--- config.mk ---
export PLATFORM = sky130hd
export DESIGN_NAME = etherneco_synctimer_scheduler_flat
export DESIGN_NICKNAME = d
export VERILOG_FILES = /design/src/rtl/etherneco_pkg.sv /design/src/rtl/etherneco_synctimer_scheduler_if.sv /design/src/rtl/etherneco_sat_counter.sv /design/src/rtl/etherneco_synctimer_scheduler.sv /design/src/flat_wrapper.sv
export SDC_FILE = /design/constraint.sdc
export NUM_CORES = 1
export LEC_CHECK = 0
export ABC_AREA = 1
export CORE_MARGIN = 1
export CORE_UTILIZATION = 25
export CTS_CLUSTER_SIZE = 8
export DETAILED_ROUTE_END_ITERATION = 8
export SYNTH_ARGS = -nofsm -noshare
export SYNTH_HDL_FRONTEND = slang
export SYNTH_HIERARCHICAL = 1
export SYNTH_SLANG_ARGS = --single-unit
--- constraint.sdc ---
create_clock -name clk -period 2.8 [get_ports clk]
set_input_delay 0.56 -clock clk [delete_from_list [all_inputs] [get_ports clk]]
set_output_delay 0.56 -clock clk [all_outputs]
set_load 0.02 [all_outputs]
--- src/rtl/etherneco_pkg.sv ---
// Shared types for the EtherNeco sync-timer scheduler.
package etherneco_pkg;

   // Scheduler sequencing states.
   typedef enum logic [2:0] {
      IDLE  = 3'd0,
      REQ   = 3'd1,
      START = 3'd2,
      WAIT  = 3'd3,
      GAP   = 3'd4
   } t_sched_state;

   localparam int COUNT_WIDTH_DFLT = 16;

   // Default-width status counter value.
   typedef logic [COUNT_WIDTH_DFLT-1:0] t_count;

endpackage

--- src/rtl/etherneco_synctimer_scheduler_if.sv ---
// Ring-arbiter and synctimer-master command/response signals.
interface etherneco_synctimer_scheduler_if;
   logic ring_req;
   logic ring_grant;
   logic cmd_tx_start;
   logic cmd_tx_override;
   logic cmd_tx_correct;
   logic res_rx_start;
   logic res_rx_end;
   logic res_rx_error;

   // Scheduler side.
   modport master (
      output ring_req, cmd_tx_start, cmd_tx_override, cmd_tx_correct,
      input  ring_grant, res_rx_start, res_rx_end, res_rx_error
   );

   // Arbiter / synctimer-master side.
   modport slave (
      input  ring_req, cmd_tx_start, cmd_tx_override, cmd_tx_correct,
      output ring_grant, res_rx_start, res_rx_end, res_rx_error
   );
endinterface

--- src/rtl/etherneco_sat_counter.sv ---
// Saturating up-counter with synchronous clear (clear wins over increment).
module etherneco_sat_counter #(
   parameter int WIDTH = 16
) (
   input  logic             clk,
   input  logic             reset,
   input  logic             clr,
   input  logic             inc,
   output logic [WIDTH-1:0] count
);
   logic [WIDTH-1:0] count_q, count_d;

   // Next count: clear, or increment until all-ones.
   always_comb begin
      count_d = count_q;
      if (clr)
         count_d = '0;
      else if (inc && (count_q != '1))
         count_d = count_q + WIDTH'(1);
   end

   // Count register.
   always_ff @(posedge clk) begin
      if (reset) count_q <= '0;
      else       count_q <= count_d;
   end

   assign count = count_q;
endmodule

--- src/rtl/etherneco_synctimer_scheduler.sv ---
// Sync-timer sequencer: obtain ring, fire start with override/correct,
// wait for response or timeout, then pace the next cycle by period.
module etherneco_synctimer_scheduler
   import etherneco_pkg::*;
#(
   parameter int PERIOD_WIDTH   = 32,
   parameter int TIMEOUT_WIDTH  = 24,
   parameter int OVERRIDE_COUNT = 2,
   parameter int COUNT_WIDTH    = 16
) (
   input  logic                     clk,
   input  logic                     reset,
   input  logic                     enable,
   input  logic [PERIOD_WIDTH-1:0]  period,
   input  logic [TIMEOUT_WIDTH-1:0] timeout,
   input  logic                     resync_req,
   etherneco_synctimer_scheduler_if.master bus,
   output logic                     busy,
   output logic                     synced,
   output logic [COUNT_WIDTH-1:0]   sync_count,
   output logic [COUNT_WIDTH-1:0]   error_count,
   output logic [COUNT_WIDTH-1:0]   timeout_count
);
   localparam int OW = (OVERRIDE_COUNT < 1) ? 1 : $clog2(OVERRIDE_COUNT + 1);
   localparam logic [OW-1:0] OVR_INIT = OW'(OVERRIDE_COUNT);

   t_sched_state state_q, state_d;
   logic ring_req_q, ring_req_d;
   logic start_q, start_d, ovr_q, ovr_d, cor_q, cor_d;
   logic busy_q, busy_d, synced_q, synced_d;
   logic ovr_cycle_q, ovr_cycle_d;   // current cycle was issued as override
   logic [OW-1:0] ovr_rem_q, ovr_rem_d;

   logic grant_go, good, err, tmo;
   logic [TIMEOUT_WIDTH-1:0] tcnt;
   logic [PERIOD_WIDTH-1:0]  icnt, per_m1;
   logic unused_rx_start;

   // res_rx_start carries no sequencing meaning here.
   assign unused_rx_start = bus.res_rx_start;
   assign per_m1 = (period == '0) ? '0 : period - PERIOD_WIDTH'(1);

   // Counters are cleared on the grant edge so they read 0 in START.
   etherneco_sat_counter #(.WIDTH(TIMEOUT_WIDTH)) u_tcnt (
      .clk(clk), .reset(reset), .clr(grant_go), .inc(1'b1), .count(tcnt));
   etherneco_sat_counter #(.WIDTH(PERIOD_WIDTH)) u_icnt (
      .clk(clk), .reset(reset), .clr(grant_go), .inc(1'b1), .count(icnt));
   etherneco_sat_counter #(.WIDTH(COUNT_WIDTH)) u_sync_cnt (
      .clk(clk), .reset(reset), .clr(1'b0), .inc(good), .count(sync_count));
   etherneco_sat_counter #(.WIDTH(COUNT_WIDTH)) u_err_cnt (
      .clk(clk), .reset(reset), .clr(1'b0), .inc(err), .count(error_count));
   etherneco_sat_counter #(.WIDTH(COUNT_WIDTH)) u_tmo_cnt (
      .clk(clk), .reset(reset), .clr(1'b0), .inc(tmo), .count(timeout_count));

   // Next-state, override policy and registered-output decode.
   always_comb begin
      state_d     = state_q;
      start_d     = 1'b0;
      ovr_d       = 1'b0;
      cor_d       = 1'b0;
      ovr_rem_d   = ovr_rem_q;
      ovr_cycle_d = ovr_cycle_q;
      synced_d    = synced_q;
      grant_go    = 1'b0;
      good        = 1'b0;
      err         = 1'b0;
      tmo         = 1'b0;
      case (state_q)
         IDLE:  if (enable) state_d = REQ;
         REQ: begin
            if (bus.ring_grant) begin
               state_d  = START;
               grant_go = 1'b1;
            end else if (!enable) begin
               state_d = IDLE;
            end
         end
         START: state_d = WAIT;
         WAIT: begin
            // A response on the timeout edge still counts as a response.
            if (bus.res_rx_end) begin
               if (bus.res_rx_error) err = 1'b1;
               else                  good = 1'b1;
               state_d = enable ? GAP : IDLE;
            end else if ((timeout != '0) && (tcnt >= timeout)) begin
               tmo     = 1'b1;
               state_d = enable ? GAP : IDLE;
            end
         end
         GAP: begin
            if (!enable)             state_d = IDLE;
            else if (icnt >= per_m1) state_d = REQ;
         end
         default: state_d = IDLE;
      endcase

      if (good) begin
         if (ovr_cycle_q && (ovr_rem_q != '0)) ovr_rem_d = ovr_rem_q - OW'(1);
         synced_d = (ovr_rem_d == '0);
      end
      if (err || tmo) begin
         ovr_rem_d = OVR_INIT;
         synced_d  = 1'b0;
      end
      // Resync applies last so it wins over a coincident good response.
      if (resync_req) begin
         ovr_rem_d = OVR_INIT;
         synced_d  = 1'b0;
      end
      if (grant_go) begin
         start_d     = 1'b1;
         ovr_d       = (ovr_rem_d != '0);
         cor_d       = (ovr_rem_d == '0);
         ovr_cycle_d = (ovr_rem_d != '0);
      end

      ring_req_d = (state_d == REQ) || (state_d == START) || (state_d == WAIT);
      busy_d     = (state_d != IDLE);
   end

   // FSM state and registered outputs.
   always_ff @(posedge clk) begin
      if (reset) begin
         state_q     <= IDLE;
         ring_req_q  <= 1'b0;
         start_q     <= 1'b0;
         ovr_q       <= 1'b0;
         cor_q       <= 1'b0;
         busy_q      <= 1'b0;
         synced_q    <= 1'b0;
         ovr_cycle_q <= 1'b0;
         ovr_rem_q   <= OVR_INIT;
      end else begin
         state_q     <= state_d;
         ring_req_q  <= ring_req_d;
         start_q     <= start_d;
         ovr_q       <= ovr_d;
         cor_q       <= cor_d;
         busy_q      <= busy_d;
         synced_q    <= synced_d;
         ovr_cycle_q <= ovr_cycle_d;
         ovr_rem_q   <= ovr_rem_d;
      end
   end

   assign bus.ring_req        = ring_req_q;
   assign bus.cmd_tx_start    = start_q;
   assign bus.cmd_tx_override = ovr_q;
   assign bus.cmd_tx_correct  = cor_q;
   assign busy                = busy_q;
   assign synced              = synced_q;
endmodule
--- src/flat_wrapper.sv ---
// flat-port wrapper written by rule: the top's interface ports become plain ports
module etherneco_synctimer_scheduler_flat import etherneco_pkg::*;
#(
   parameter int PERIOD_WIDTH   = 32,
   parameter int TIMEOUT_WIDTH  = 24,
   parameter int OVERRIDE_COUNT = 2,
   parameter int COUNT_WIDTH    = 16
)
  (clk, reset, enable, period, timeout, resync_req, busy, synced, sync_count, error_count, timeout_count, bus_ring_req, bus_cmd_tx_start, bus_cmd_tx_override, bus_cmd_tx_correct, bus_ring_grant, bus_res_rx_start, bus_res_rx_end, bus_res_rx_error);
  etherneco_synctimer_scheduler_if bus_i ();
  input  logic clk;
  input  logic reset;
  input  logic enable;
  input  logic [PERIOD_WIDTH-1:0] period;
  input  logic [TIMEOUT_WIDTH-1:0] timeout;
  input  logic resync_req;
  output logic busy;
  output logic synced;
  output logic [COUNT_WIDTH-1:0] sync_count;
  output logic [COUNT_WIDTH-1:0] error_count;
  output logic [COUNT_WIDTH-1:0] timeout_count;
  output wire logic [$bits(bus_i.ring_req)-1:0] bus_ring_req;
  output wire logic [$bits(bus_i.cmd_tx_start)-1:0] bus_cmd_tx_start;
  output wire logic [$bits(bus_i.cmd_tx_override)-1:0] bus_cmd_tx_override;
  output wire logic [$bits(bus_i.cmd_tx_correct)-1:0] bus_cmd_tx_correct;
  input wire logic [$bits(bus_i.ring_grant)-1:0] bus_ring_grant;
  input wire logic [$bits(bus_i.res_rx_start)-1:0] bus_res_rx_start;
  input wire logic [$bits(bus_i.res_rx_end)-1:0] bus_res_rx_end;
  input wire logic [$bits(bus_i.res_rx_error)-1:0] bus_res_rx_error;
  assign bus_ring_req = bus_i.ring_req;
  assign bus_cmd_tx_start = bus_i.cmd_tx_start;
  assign bus_cmd_tx_override = bus_i.cmd_tx_override;
  assign bus_cmd_tx_correct = bus_i.cmd_tx_correct;
  assign bus_i.ring_grant = bus_ring_grant;
  assign bus_i.res_rx_start = bus_res_rx_start;
  assign bus_i.res_rx_end = bus_res_rx_end;
  assign bus_i.res_rx_error = bus_res_rx_error;
  etherneco_synctimer_scheduler #(.PERIOD_WIDTH(PERIOD_WIDTH), .TIMEOUT_WIDTH(TIMEOUT_WIDTH), .OVERRIDE_COUNT(OVERRIDE_COUNT), .COUNT_WIDTH(COUNT_WIDTH)) u_core (.clk(clk), .reset(reset), .enable(enable), .period(period), .timeout(timeout), .resync_req(resync_req), .bus(bus_i), .busy(busy), .synced(synced), .sync_count(sync_count), .error_count(error_count), .timeout_count(timeout_count));
endmodule
---- Word level (Yosys, flattened, before mapping) ----
Cells that the tools add are included.
word-level totals
  register bits ........................... 116
  bits in latches ......................... 0
  bits in writable memories ............... 0
  bits in read-only memories .............. 0
  input bits .............................. 64
  output and inout port bits .............. 54
  logic and storage cells ................. 82
  memories kept ........................... 0
cells by class
  add/subtract/negate cells ............... 7
  multipliers ............................. 0
  divide/modulo/power cells ............... 0
  $lt $le $gt $ge ......................... 2
  equality and inequality tests ........... 12
  shift-type cells ........................ 0
  multiplexer cells ....................... 27
  bitwise gates (word level) .............. 1
  reduce and logical (&&, ||, !) cells .... 19
operator list
  cell                                                                    count
  16-bit by 1-bit adder with 16-bit output (second input constant)        3
  16-bit inequality test (second input constant)                          3
  32-bit by 1-bit adder with 32-bit output (second input constant)        1
  32-bit greater-or-equal comparator                                      1
  32-bit logical NOT                                                      1
  32-bit 2-to-1 mux                                                       1
  32-bit inequality test (second input constant)                          1
  32-bit by 1-bit subtractor with 32-bit output (second input constant)   1
  24-bit by 1-bit adder with 24-bit output (second input constant)        1
  24-bit greater-or-equal comparator                                      1
  3-bit 2-to-1 mux                                                        8
  24-bit inequality test (second input constant)                          1
  24-bit nonzero test                                                     1
  3-bit case mux with 5 select lines                                      1
  3-bit by 2-bit equality test with 1-bit output (second input constant)  4
  1-bit 2-to-1 mux                                                        12
  2-bit 2-to-1 mux                                                        5
  3-bit by 1-bit equality test with 1-bit output (second input constant)  2
  1-bit logical AND                                                       5
  2-bit logical NOT                                                       2
  2-bit nonzero test                                                      2
  2-bit OR reduction                                                      2
  3-bit equality test (second input constant)                             1
  3-bit logical NOT                                                       1
  other kinds (5)                                                         7

---- Depth between registers and ports, before layout ----
Gate-level depths: netlist of run 1.
  depth after elaboration ................. 9
  mapped depth ............................ 25

---- Modules after synthesis ----
The synthesis of run 1 kept the hierarchy.
by module, submodules not included
  module                                         times used  cells an instance  area each (um^2)  sequential area each (um^2)
  etherneco_synctimer_scheduler                  1           498                3027.9            240.2
  etherneco_sat_counter at u_core.u_err_cnt ...  3           156                1004.7            320.3
  etherneco_sat_counter at u_core.u_icnt         1           325                2095.8            640.6
  etherneco_sat_counter at u_core.u_tcnt         1           238                1519.0            480.5

---- Least setup slack after synthesis of run 1 ----
OpenSTA, ideal clock, no wires.
  path kind ............................... input to register
  start ................................... input period[0]
  end ..................................... register u_core.busy_q, in the netlist u_core/busy
  setup time .............................. 122 ps
  arrival time ............................ 2784 ps
  required time ........................... 2678 ps
  setup slack ............................. -106 ps
  cell stages on the path ................. 21
  path buffers ............................ 0
  cell sequence ........................... inv_1 ha_1 nand2_2 nor2_4 nand2_2 nor3_4 inv_2 nor2_4 a21oi_1 nand3b_1 ha_1 nand2_1 nor2_1 nor3b_1 nand2_1 nor2_1 nand3_1 nand2_1 nand2_1 nand2_1 nand3_1
between the ends
  cells in the longest elaborated chain, start to end .. 7
  elaborated cells between the ends (all ways) .. 8
  classes of those cells .................. add/sub (1); order compare (1); mux (4); reduce/logical (2)
RTL lines
  item                                                                                        line                                  text
  from (decl)                                                                                 flat_wrapper.sv:14                    input logic [PERIOD_WIDTH-1:0] period;
  32-bit by 1-bit subtractor with 32-bit output / 32-bit logical NOT (equally long branches)  etherneco_synctimer_scheduler.sv:41   assign per_m1 = (period == '0) ? '0 : period - PERIOD_WIDTH'(1);
  32-bit 2-to-1 mux (*)                                                                       etherneco_synctimer_scheduler.sv:41
  32-bit greater-or-equal comparator (*)                                                      etherneco_synctimer_scheduler.sv:92   else if (icnt >= per_m1) state_d = REQ;
  3-bit 2-to-1 mux (*)                                                                        etherneco_synctimer_scheduler.sv:92
  3-bit 2-to-1 mux (*)                                                                        etherneco_synctimer_scheduler.sv:91   if (!enable) state_d = IDLE;
  3-bit case mux with 5 select lines (*)                                                      etherneco_synctimer_scheduler.sv:68   case (state_q)
  3-bit nonzero test (*)                                                                      etherneco_synctimer_scheduler.sv:118  busy_d = (state_d != IDLE);
  to (signal assigned)                                                                        etherneco_synctimer_scheduler.sv:139  busy_q <= busy_d;
  to (decl)                                                                                   etherneco_synctimer_scheduler.sv:30   logic busy_q, busy_d, synced_q, synced_d;
Mark *: on every way between the ends. The rest lies on a longest branch, timed or not.
A chain may end at the register's enable or synchronous reset.

---- Worst setup path after layout of run 1 ----
  start ................................... input period[1]
  end ..................................... register u_core.busy_q, in the netlist u_core/busy
The elaborated chain is that of the path after synthesis.

==> results of run 1 <==
-- Yosys cell counts (10+ instances only) --
| master | count |
|---|---|
| nor2_1 | 293 |
| inv_1 | 173 |
| inv_2 | 16 |
| nor2_2 | 29 |
| o21ai_0 | 22 |
| a21oi_1 | 80 |
| nand2_4 | 10 |
| nand2_2 | 21 |
| nor3_1 | 14 |
| nand2_1 | 370 |
| buf_6 | 13 |
| dfxtp_1 | 116 |
| nor2_4 | 28 |
| nand3_1 | 130 |
| ha_1 | 64 |
| nand3b_1 | 10 |
| nand4_1 | 39 |
-- how the worst min path moves through the flow --
stage / depth (start not counted) / to / startpoint
3_3_place_gp: 2 / u_core/ovr_cycle_q$_SDFFE_PP0P_ / u_core/ovr_cycle_q$_SDFFE_PP0P_
4_1_cts: 2 / u_core/ovr_cycle_q$_SDFFE_PP0P_ / u_core/ovr_cycle_q$_SDFFE_PP0P_
3_5_place_dp: 2 / u_core/ovr_cycle_q$_SDFFE_PP0P_ / u_core/ovr_cycle_q$_SDFFE_PP0P_
5_1_grt: 2 / u_core/ovr_cycle_q$_SDFFE_PP0P_ / u_core/ovr_cycle_q$_SDFFE_PP0P_
6_report: 2 / u_core/ovr_cycle_q$_SDFFE_PP0P_ / u_core/ovr_cycle_q$_SDFFE_PP0P_
2_1_floorplan: 2 / u_core/ovr_cycle_q$_SDFFE_PP0P_ / u_core/ovr_cycle_q$_SDFFE_PP0P_
-- flip-flops by register name (all words and copies together), names as in the netlist --
register and count:
u_core/bus.cmd_tx_correct 1, u_core/bus.cmd_tx_override 1, u_core/bus.cmd_tx_start 1, u_core/bus.ring_req 1, u_core/busy 1, u_core/ovr_cycle_q 1, u_core/ovr_rem_q 2, u_core/state_q 3
u_core/synced 1, u_core/u_err_cnt/count 16, u_core/u_icnt/count 32, u_core/u_sync_cnt/count 16, u_core/u_tcnt/count 24, u_core/u_tmo_cnt/count 16
-- tightest hold or removal path: stages (launching register included) --
cell	delay [ns]
dfxtp_1	0.31
nand3_1	0.08
nand2_1	0.05
-- stage by stage --
stage | setup TNS [ns] | instance area, µm² | cells
after global placement | -8.708 | 12040 | 2242
after CTS | -0.005564 | 12940 | 2298
after floorplan | -0.2001 | 9688 | 1536
after detailed placement | -9.497 | 12040 | 2242
final | -0.01123 | 13240 | 2303
after global routing | -0.7164 | 13240 | 2303
-- cell usage in the layout, fill, tap and decap left out, drive strengths merged, types with 5 or more instances in the layout --
| cell | synthesis | routed |
|---|---|---|
| conb | 2 | 9 |
| nor2 | 354 | 354 |
| inv | 189 | 190 |
| clkbuf | 4 | 25 |
| clkinv | 1 | 8 |
| a21oi | 88 | 88 |
| a21boi | 5 | 5 |
| nand4 | 42 | 42 |
| ha | 64 | 64 |
| clkdlybuf4s50 | 0 | 79 |
| dfxtp | 116 | 116 |
| nand3 | 136 | 136 |
| o21ai | 24 | 24 |
| xor2 | 9 | 9 |
| dlygate4sd2 | 0 | 13 |
| and2 | 5 | 5 |
| or2 | 9 | 9 |
| nor4 | 10 | 10 |
| nand3b | 11 | 11 |
| nor3 | 19 | 19 |
| dlymetal6s2s | 0 | 8 |
| buf | 17 | 135 |
| xnor2 | 6 | 6 |
| nand2 | 401 | 401 |
| clkinvlp | 0 | 6 |
-- metal layers --
layer  vias to the layer above  routed length, µm
met5                         -                 42
met4                         8                410
met3                        36               1140
met2                       153              13800
met1                      4721              13640
li1                       5411                  -
-- report_power, final --
part	total (mW)	internal (mW)	leakage [nW]	switching, mW
sequential	1.68	1.66	0.936	0.0124
clock	2.13	1.25	0.266	0.876
combinational	0.533	0.253	4.55	0.279
total	4.34	3.17	5.75	1.17
-- timing repair --
item / CTS / global route
setup endpoints to repair: 9 / 18
pin swaps: 58 / 68
cloned: 1 / 0
resized for setup: 103 / 84
buffers inserted: 23 / 5
-- cell families after synthesis --
group                    count (synthesis)
AO/OA/AOI/OAI                          129
XOR/XNOR                                15
adder cells (fa/ha/maj)                 64
buffers and inverters                  211
flip-flops                             116
other                                    2
AND/OR/NAND/NOR                        992
-- final cells by class --
type                       count  area (µm²)  area share, %
clock buffer                  18       439.2          3.316
clock inverter                14       132.6          1.002
inverter                     190       715.7          5.404
multi-input combinational   1209        6903          52.13
sequential                   116        2322          17.54
tap                          511       639.4          4.828
timing repair buffer         244        2083          15.73
timing repair inverter         1       7.507        0.05669
==> reports/qor.csv, run 1 <==
stage;metric;value;unit
power_and_ir_drop;maximum vdd drop;0.3525;mV
route;WL/cell;12.61;µm
route;# DRC;0;
die;Ports;118;
timing;Setup violations, final;1;
clocking;clock sinks;116;
setup_path;critical path depth in cells;22;
clocking;cts hold-fix bufs;0;
setup_path;CP Launch Point;period[1];
die;Die H;198.5;µm
logic_synthesis;number of synthesized flops with an enable pin;0;
timing;RSZ-0062 raised after global routing;true;
logic_synthesis;synthesized cell area;9657;µm²
final_layout;filler cell count;4073;
logic_synthesis;XOR/XNOR Fraction of Synth Area;1.360;%
logic_synthesis;largest family of logic cells by synthesized area;simple AND/OR/NAND/NOR gates;
route;vias per inst;4.485;
setup_path;delay-heaviest family, CP;simple AND/OR/NAND/NOR gates;
die;Die X;198.5;µm
logic_synthesis;Synth Area in Compound Gates;7.411;%
final_layout;share of layout cells above drive strength 1;22.77;%
clocking;clk buf depth;2;
final_layout;Antenna diodes;0;
setup_path;flop-to-flop setup slack;0.46;ns
route;Pre-antenna DRT Iters;4;
setup_path;WP data required;3.11;ns
clocking;cts bufs inserted;17;
final_layout;Area Growth Syn to Fin;37.13;%
setup_path;cells on worst reg2reg path;20;
setup_path;Crit Path Class;in -> reg;
timing;Worst Skew;0.01097;ns
global_route;first-pass GRT wire length;46.67;mm
setup_path;CP Launch Type;input pin;
global_route;total gr overflow;0;
placed_design;pre-CTS setup slack;-0.8296;ns
power_and_ir_drop;PnR Total Power;4.336;mW
final_layout;Final Util;34.99;%
logic_synthesis;Simple-Gate Fraction of Synth Area;49.35;%
global_route;GR Util met2;25.50;%
route;Post-Route WL;29.04;mm
run;max_cap viols;0;
status;status;finished with violations;
placed_design;Routability Congestion;0.9008;
global_route;busiest grt layer;met2;
route;initial drt markers;513;
die;die area;39420;µm²
clocking;Reg clk slew, reported paths;0.06;ns
logic_synthesis;Synth top area share;24.05;%
global_route;vias in the first global route;9652;
clocking;CTS tree;yes;
timing;final hold slack;0.4815;ns
timing;min Tclk post-route;2.811;ns
worst_hold_path;Hold Path Class;reg -> reg;
logic_synthesis;Yosys top cell by area;dfxtp_1;
logic_synthesis;yosys warns;6;
setup_path;Buf/Inv on CP;2;
logic_synthesis;Synth area leaders;dfxtp_1, nand2_1, nor2_1, ha_1, nand3_1;
placed_design;HPWL Detailed;22.26;mm
global_route;initial antenna violation count;4;
setup_path;R2R Path End;u_core/u_tmo_cnt/count[15]$_SDFFE_PP0P_;
logic_synthesis;number of distinct library cells after synthesis;50;
setup_path;critical path capture point type;register;
route;vias post-DR;10330;
power_and_ir_drop;Lkg Pwr;5.748;nW
logic_synthesis;syn_area_per_cell;6.316;µm²
logic_synthesis;Synth async-reset ratio;0;%
timing;fin. max-slew vios;0;
timing;Achievable Freq;355.7;MHz
clocking;Clock Latency Late Sink;0.42;ns
clocking;Root Driver;clkbuf_16;
logic_synthesis;Seq/Total Area, Yosys;24.05;%
logic_synthesis;Post-Syn Instances;1529;
clocking;htree depth;4;
placed_design;IO Port Bufs;116;
setup_path;Critical-path top delay cell;ha_4;
timing;period utilisation layout;100.4;%
setup_path;crit path capture;u_core/busy$_SDFF_PP0_;
final_layout;post-layout net count;1907;
timing;post-route setup slack;-0.01123;ns
die;row cnt;71;
global_route;largest net degree at the start of global routing;28;
route;Final ANT Viol Nets;0;
power_and_ir_drop;pwr dens;327.4;nW/µm²
timing;Final Hold Fails;0;
setup_path;Crit path arrival time;3.12;ns
status;failing checks;negative setup slack;
logic_synthesis;area share of fa/ha/maj cells after synthesis;8.292;%
setup_path;Worst R2R Start;u_core/u_tcnt/count[23]$_SDFFE_PP0P_;
die;Initial Util;25.52;%
logic_synthesis;post-synthesis mux area share;0;%
global_route;routing usage on met1;18.19;%
global_route;met3 Use GR;3.272;%
logic_synthesis;number of synthesized register bits;116;
global_route;Total Routing Usage GR;14.75;%
setup_path;worst path cell trace;buf_8 > nor2_4 > nand2_2 > nor3_4 > nand2_2 > nor2_4 > inv_2 > nor2_4 > nand2_4 > nor2_8 > a21oi_2 > nand3b_1 > ha_4 > nand2_1 > nor2_2 > nand4_1 > nor2_2 > nand2_4 > nand4_1 > nand2_1 > nand2_2 > nand3_2;
die;Core Region;37840;µm²
setup_path;CP peak stage delay;0.30;ns
logic_synthesis;leading register cell type out of synthesis;dfxtp_1;
setup_path;Crit Path Max Fanout;4;
No activity file was read; power rests on OpenSTA's default activity.
==> run 2, diff against run 1 <==
- CORE_MARGIN: 1 -> not set
- CORE_UTILIZATION: 25 -> 50
- PLACE_DENSITY: not set -> 0.76
==> reports/qor.csv, run 2 (same netlist as run 1, synthesis figures left out) <==
stage;metric;value;unit
final_layout;Final Util;68.25;%
timing;Achievable Freq;346.8;MHz
placed_design;Routability Congestion;0.9230;
placed_design;DP Cell Count;1986;
setup_path;Worst R2R Start;u_core/u_tcnt/count[21]$_SDFFE_PP0P_;
global_route;initial antenna violation count;1;
placed_design;IO Port Bufs;116;
power_and_ir_drop;maximum vdd drop;0.4424;mV
timing;post-route setup slack;-0.08339;ns
setup_path;cells on worst reg2reg path;20;
power_and_ir_drop;Lkg Pwr;5.704;nW
global_route;total gr overflow;0;
final_layout;post-layout instance area;12850;µm²
die;Die H;141.0;µm
setup_path;R2R Path End;u_core/u_tmo_cnt/count[15]$_SDFFE_PP0P_;
die;Ports;118;
timing;Setup violations, final;4;
setup_path;flop-to-flop setup slack;0.43;ns
route;Post-Route WL;26.20;mm
clocking;CTS tree;yes;
final_layout;commonest non-fill, non-tap cell in the layout;nand2_1;
status;failing checks;negative setup slack;
die;Core Region;18830;µm²
placed_design;HPWL Detailed;19.77;mm
global_route;vias in the first global route;9786;
clocking;Reg clk slew, reported paths;0.06;ns
run;max_cap viols;0;
placed_design;dpl cell area;11690;µm²
global_route;first-pass GRT wire length;43.74;mm
clocking;clock sinks;116;
route;WL/cell;12.81;µm
global_route;largest net degree at the start of global routing;28;
final_layout;filler cell count;1619;
setup_path;WP data required;3.10;ns
power_and_ir_drop;pwr dens;344.0;nW/µm²
final_layout;post-layout net count;1899;
clocking;htree depth;4;
timing;Worst Skew;0.01116;ns
timing;RSZ-0062 raised after global routing;true;
final_layout;share of layout cells above drive strength 1;21.75;%
timing;Final Hold Fails;0;
route;vias post-DR;10410;
clocking;clk buf depth;2;
setup_path;Crit path arrival time;3.19;ns
route;Pre-antenna DRT Iters;5;
setup_path;Crit Path Max Fanout;6;
clocking;cts bufs inserted;17;
route;Final ANT Viol Nets;0;
route;initial drt markers;468;
timing;period utilisation layout;103.0;%
clocking;Root Driver;clkbuf_16;
final_layout;fin cells;2045;
die;die area;19870;µm²
route;# DRC;0;
timing;fin. max-slew vios;0;
setup_path;critical path capture point type;register;
final_layout;Area Growth Syn to Fin;33.09;%
route;vias per inst;5.092;
global_route;Total Routing Usage GR;26.98;%
die;Die X;141.0;µm
final_layout;most frequent cells in the layout;nand2_1, nor2_1, inv_1;
timing;min Tclk post-route;2.883;ns
die;row cnt;50;
worst_hold_path;Worst Hold End;u_core/u_tcnt/count[3]$_SDFFE_PP0P_;
die;Initial Util;51.28;%
final_layout;max reg flops;32;
setup_path;CP Launch Type;input pin;
setup_path;Crit Path Class;in -> reg;
worst_hold_path;worst hold path depth;2;
worst_hold_path;min-delay src;u_core/u_tcnt/count[3]$_SDFFE_PP0P_;
worst_hold_path;Hold Path Class;reg -> reg;
clocking;Clock Latency Late Sink;0.42;ns
status;status;finished with violations;
-- run 2: cell types whose count changed in the layout (fill, tap and decap cells not counted), sizes merged, moves of 3 or more --
cell           change
buf                -9
dlygate4sd2        +7
clkdlybuf4s50      +3
clkbuf             -4
dlymetal6s2s       -6
-- run 2: critical path: stages --
cell and delay [ns]:
dlygate4sd2_1 0.26, nor2_1 0.11, inv_1 0.09, nor2_4 0.09
inv_2 0.05, nor2_4 0.13, nand4_1 0.17, nor2_4 0.25
clkinvlp_4 0.23, nand3_2 0.13, ha_1 0.24, a21oi_1 0.15
o21ai_0 0.09, nand2_1 0.07, nand2_1 0.06, nor2_2 0.14
nand3_2 0.08, nand2_1 0.07, nand2_1 0.05, nand2_2 0.09
nand3_2 0.06
-- run 2: what timing repair did --
action,4_1_cts,5_1_grt
pin swaps,48,45
resized for setup,111,61
hold buffers,0,0
buffers inserted,21,4
setup endpoints to repair,11,17
cloned,1,0
-- run 2: final cells by class --
type                    count  area [µm²]  area share, %
multi-input cells        1209        6820          53.07
clock buffers              19       442.9          3.446
well taps                 260       325.3          2.531
repair buffers            236        2057          16.00
inverters                 190       715.7          5.569
clock inverters            13       158.9          1.236
repair inverters            1       7.507        0.05841
flip-flops and latches    116        2322          18.07
diodes                      1       2.502        0.01947
-- run 2: report_power, final --
part	leakage (nW)	switching, mW	internal (mW)	total, mW
registers	0.936	0.0119	1.66	1.68
clock network	0.289	0.805	1.42	2.22
logic	4.48	0.272	0.251	0.523
total	5.70	1.09	3.33	4.42
-- run 2: per-layer routing --
| metal | part of all wire [%] | GRT usage, % | up-vias | routed length (µm) |
|---|---|---|---|---|
| met2 | 51 | 49.52 | 221 | 13390 |
| met1 | 44 | 31.60 | 4738 | 11460 |
| met3 | 3.6 | 4.959 | 45 | 934 |
| met5 | 0 | 0 | - | 0 |
| met4 | 1.6 | 8.410 | 0 | 415 |
| li1 | - | - | 5409 | - |
-- run 2: worst max-delay path by stage --
stage | slack, ns | start | end
6_report | -0.08 | period[14] | u_core/busy$_SDFF_PP0_
5_1_grt | -0.27 | period[1] | u_core/busy$_SDFF_PP0_
4_1_cts | -0.007 | period[16] | u_core/busy$_SDFF_PP0_
3_5_place_dp | -0.78 | period[13] | u_core/busy$_SDFF_PP0_
3_3_place_gp | -0.69 | period[2] | u_core/busy$_SDFF_PP0_
2_1_floorplan | -0.08 | period[2] | u_core/busy$_SDFF_PP0_
-- run 2: per-stage QoR --
stage | setup TNS [ns] | power [mW] | setup WS, ns | hold WS, ns
floorplan | -0.2001 | 1.942 | -0.08461 | 0.4490
global placement | -8.367 | 2.175 | -0.6918 | 0.4758
detailed placement | -9.128 | 2.188 | -0.7846 | 0.4890
CTS | -0.008662 | 4.434 | -0.006718 | 0.5252
global route | -0.9458 | 4.602 | -0.2656 | 0.5443
finish | -0.2325 | 4.422 | -0.08339 | 0.5229
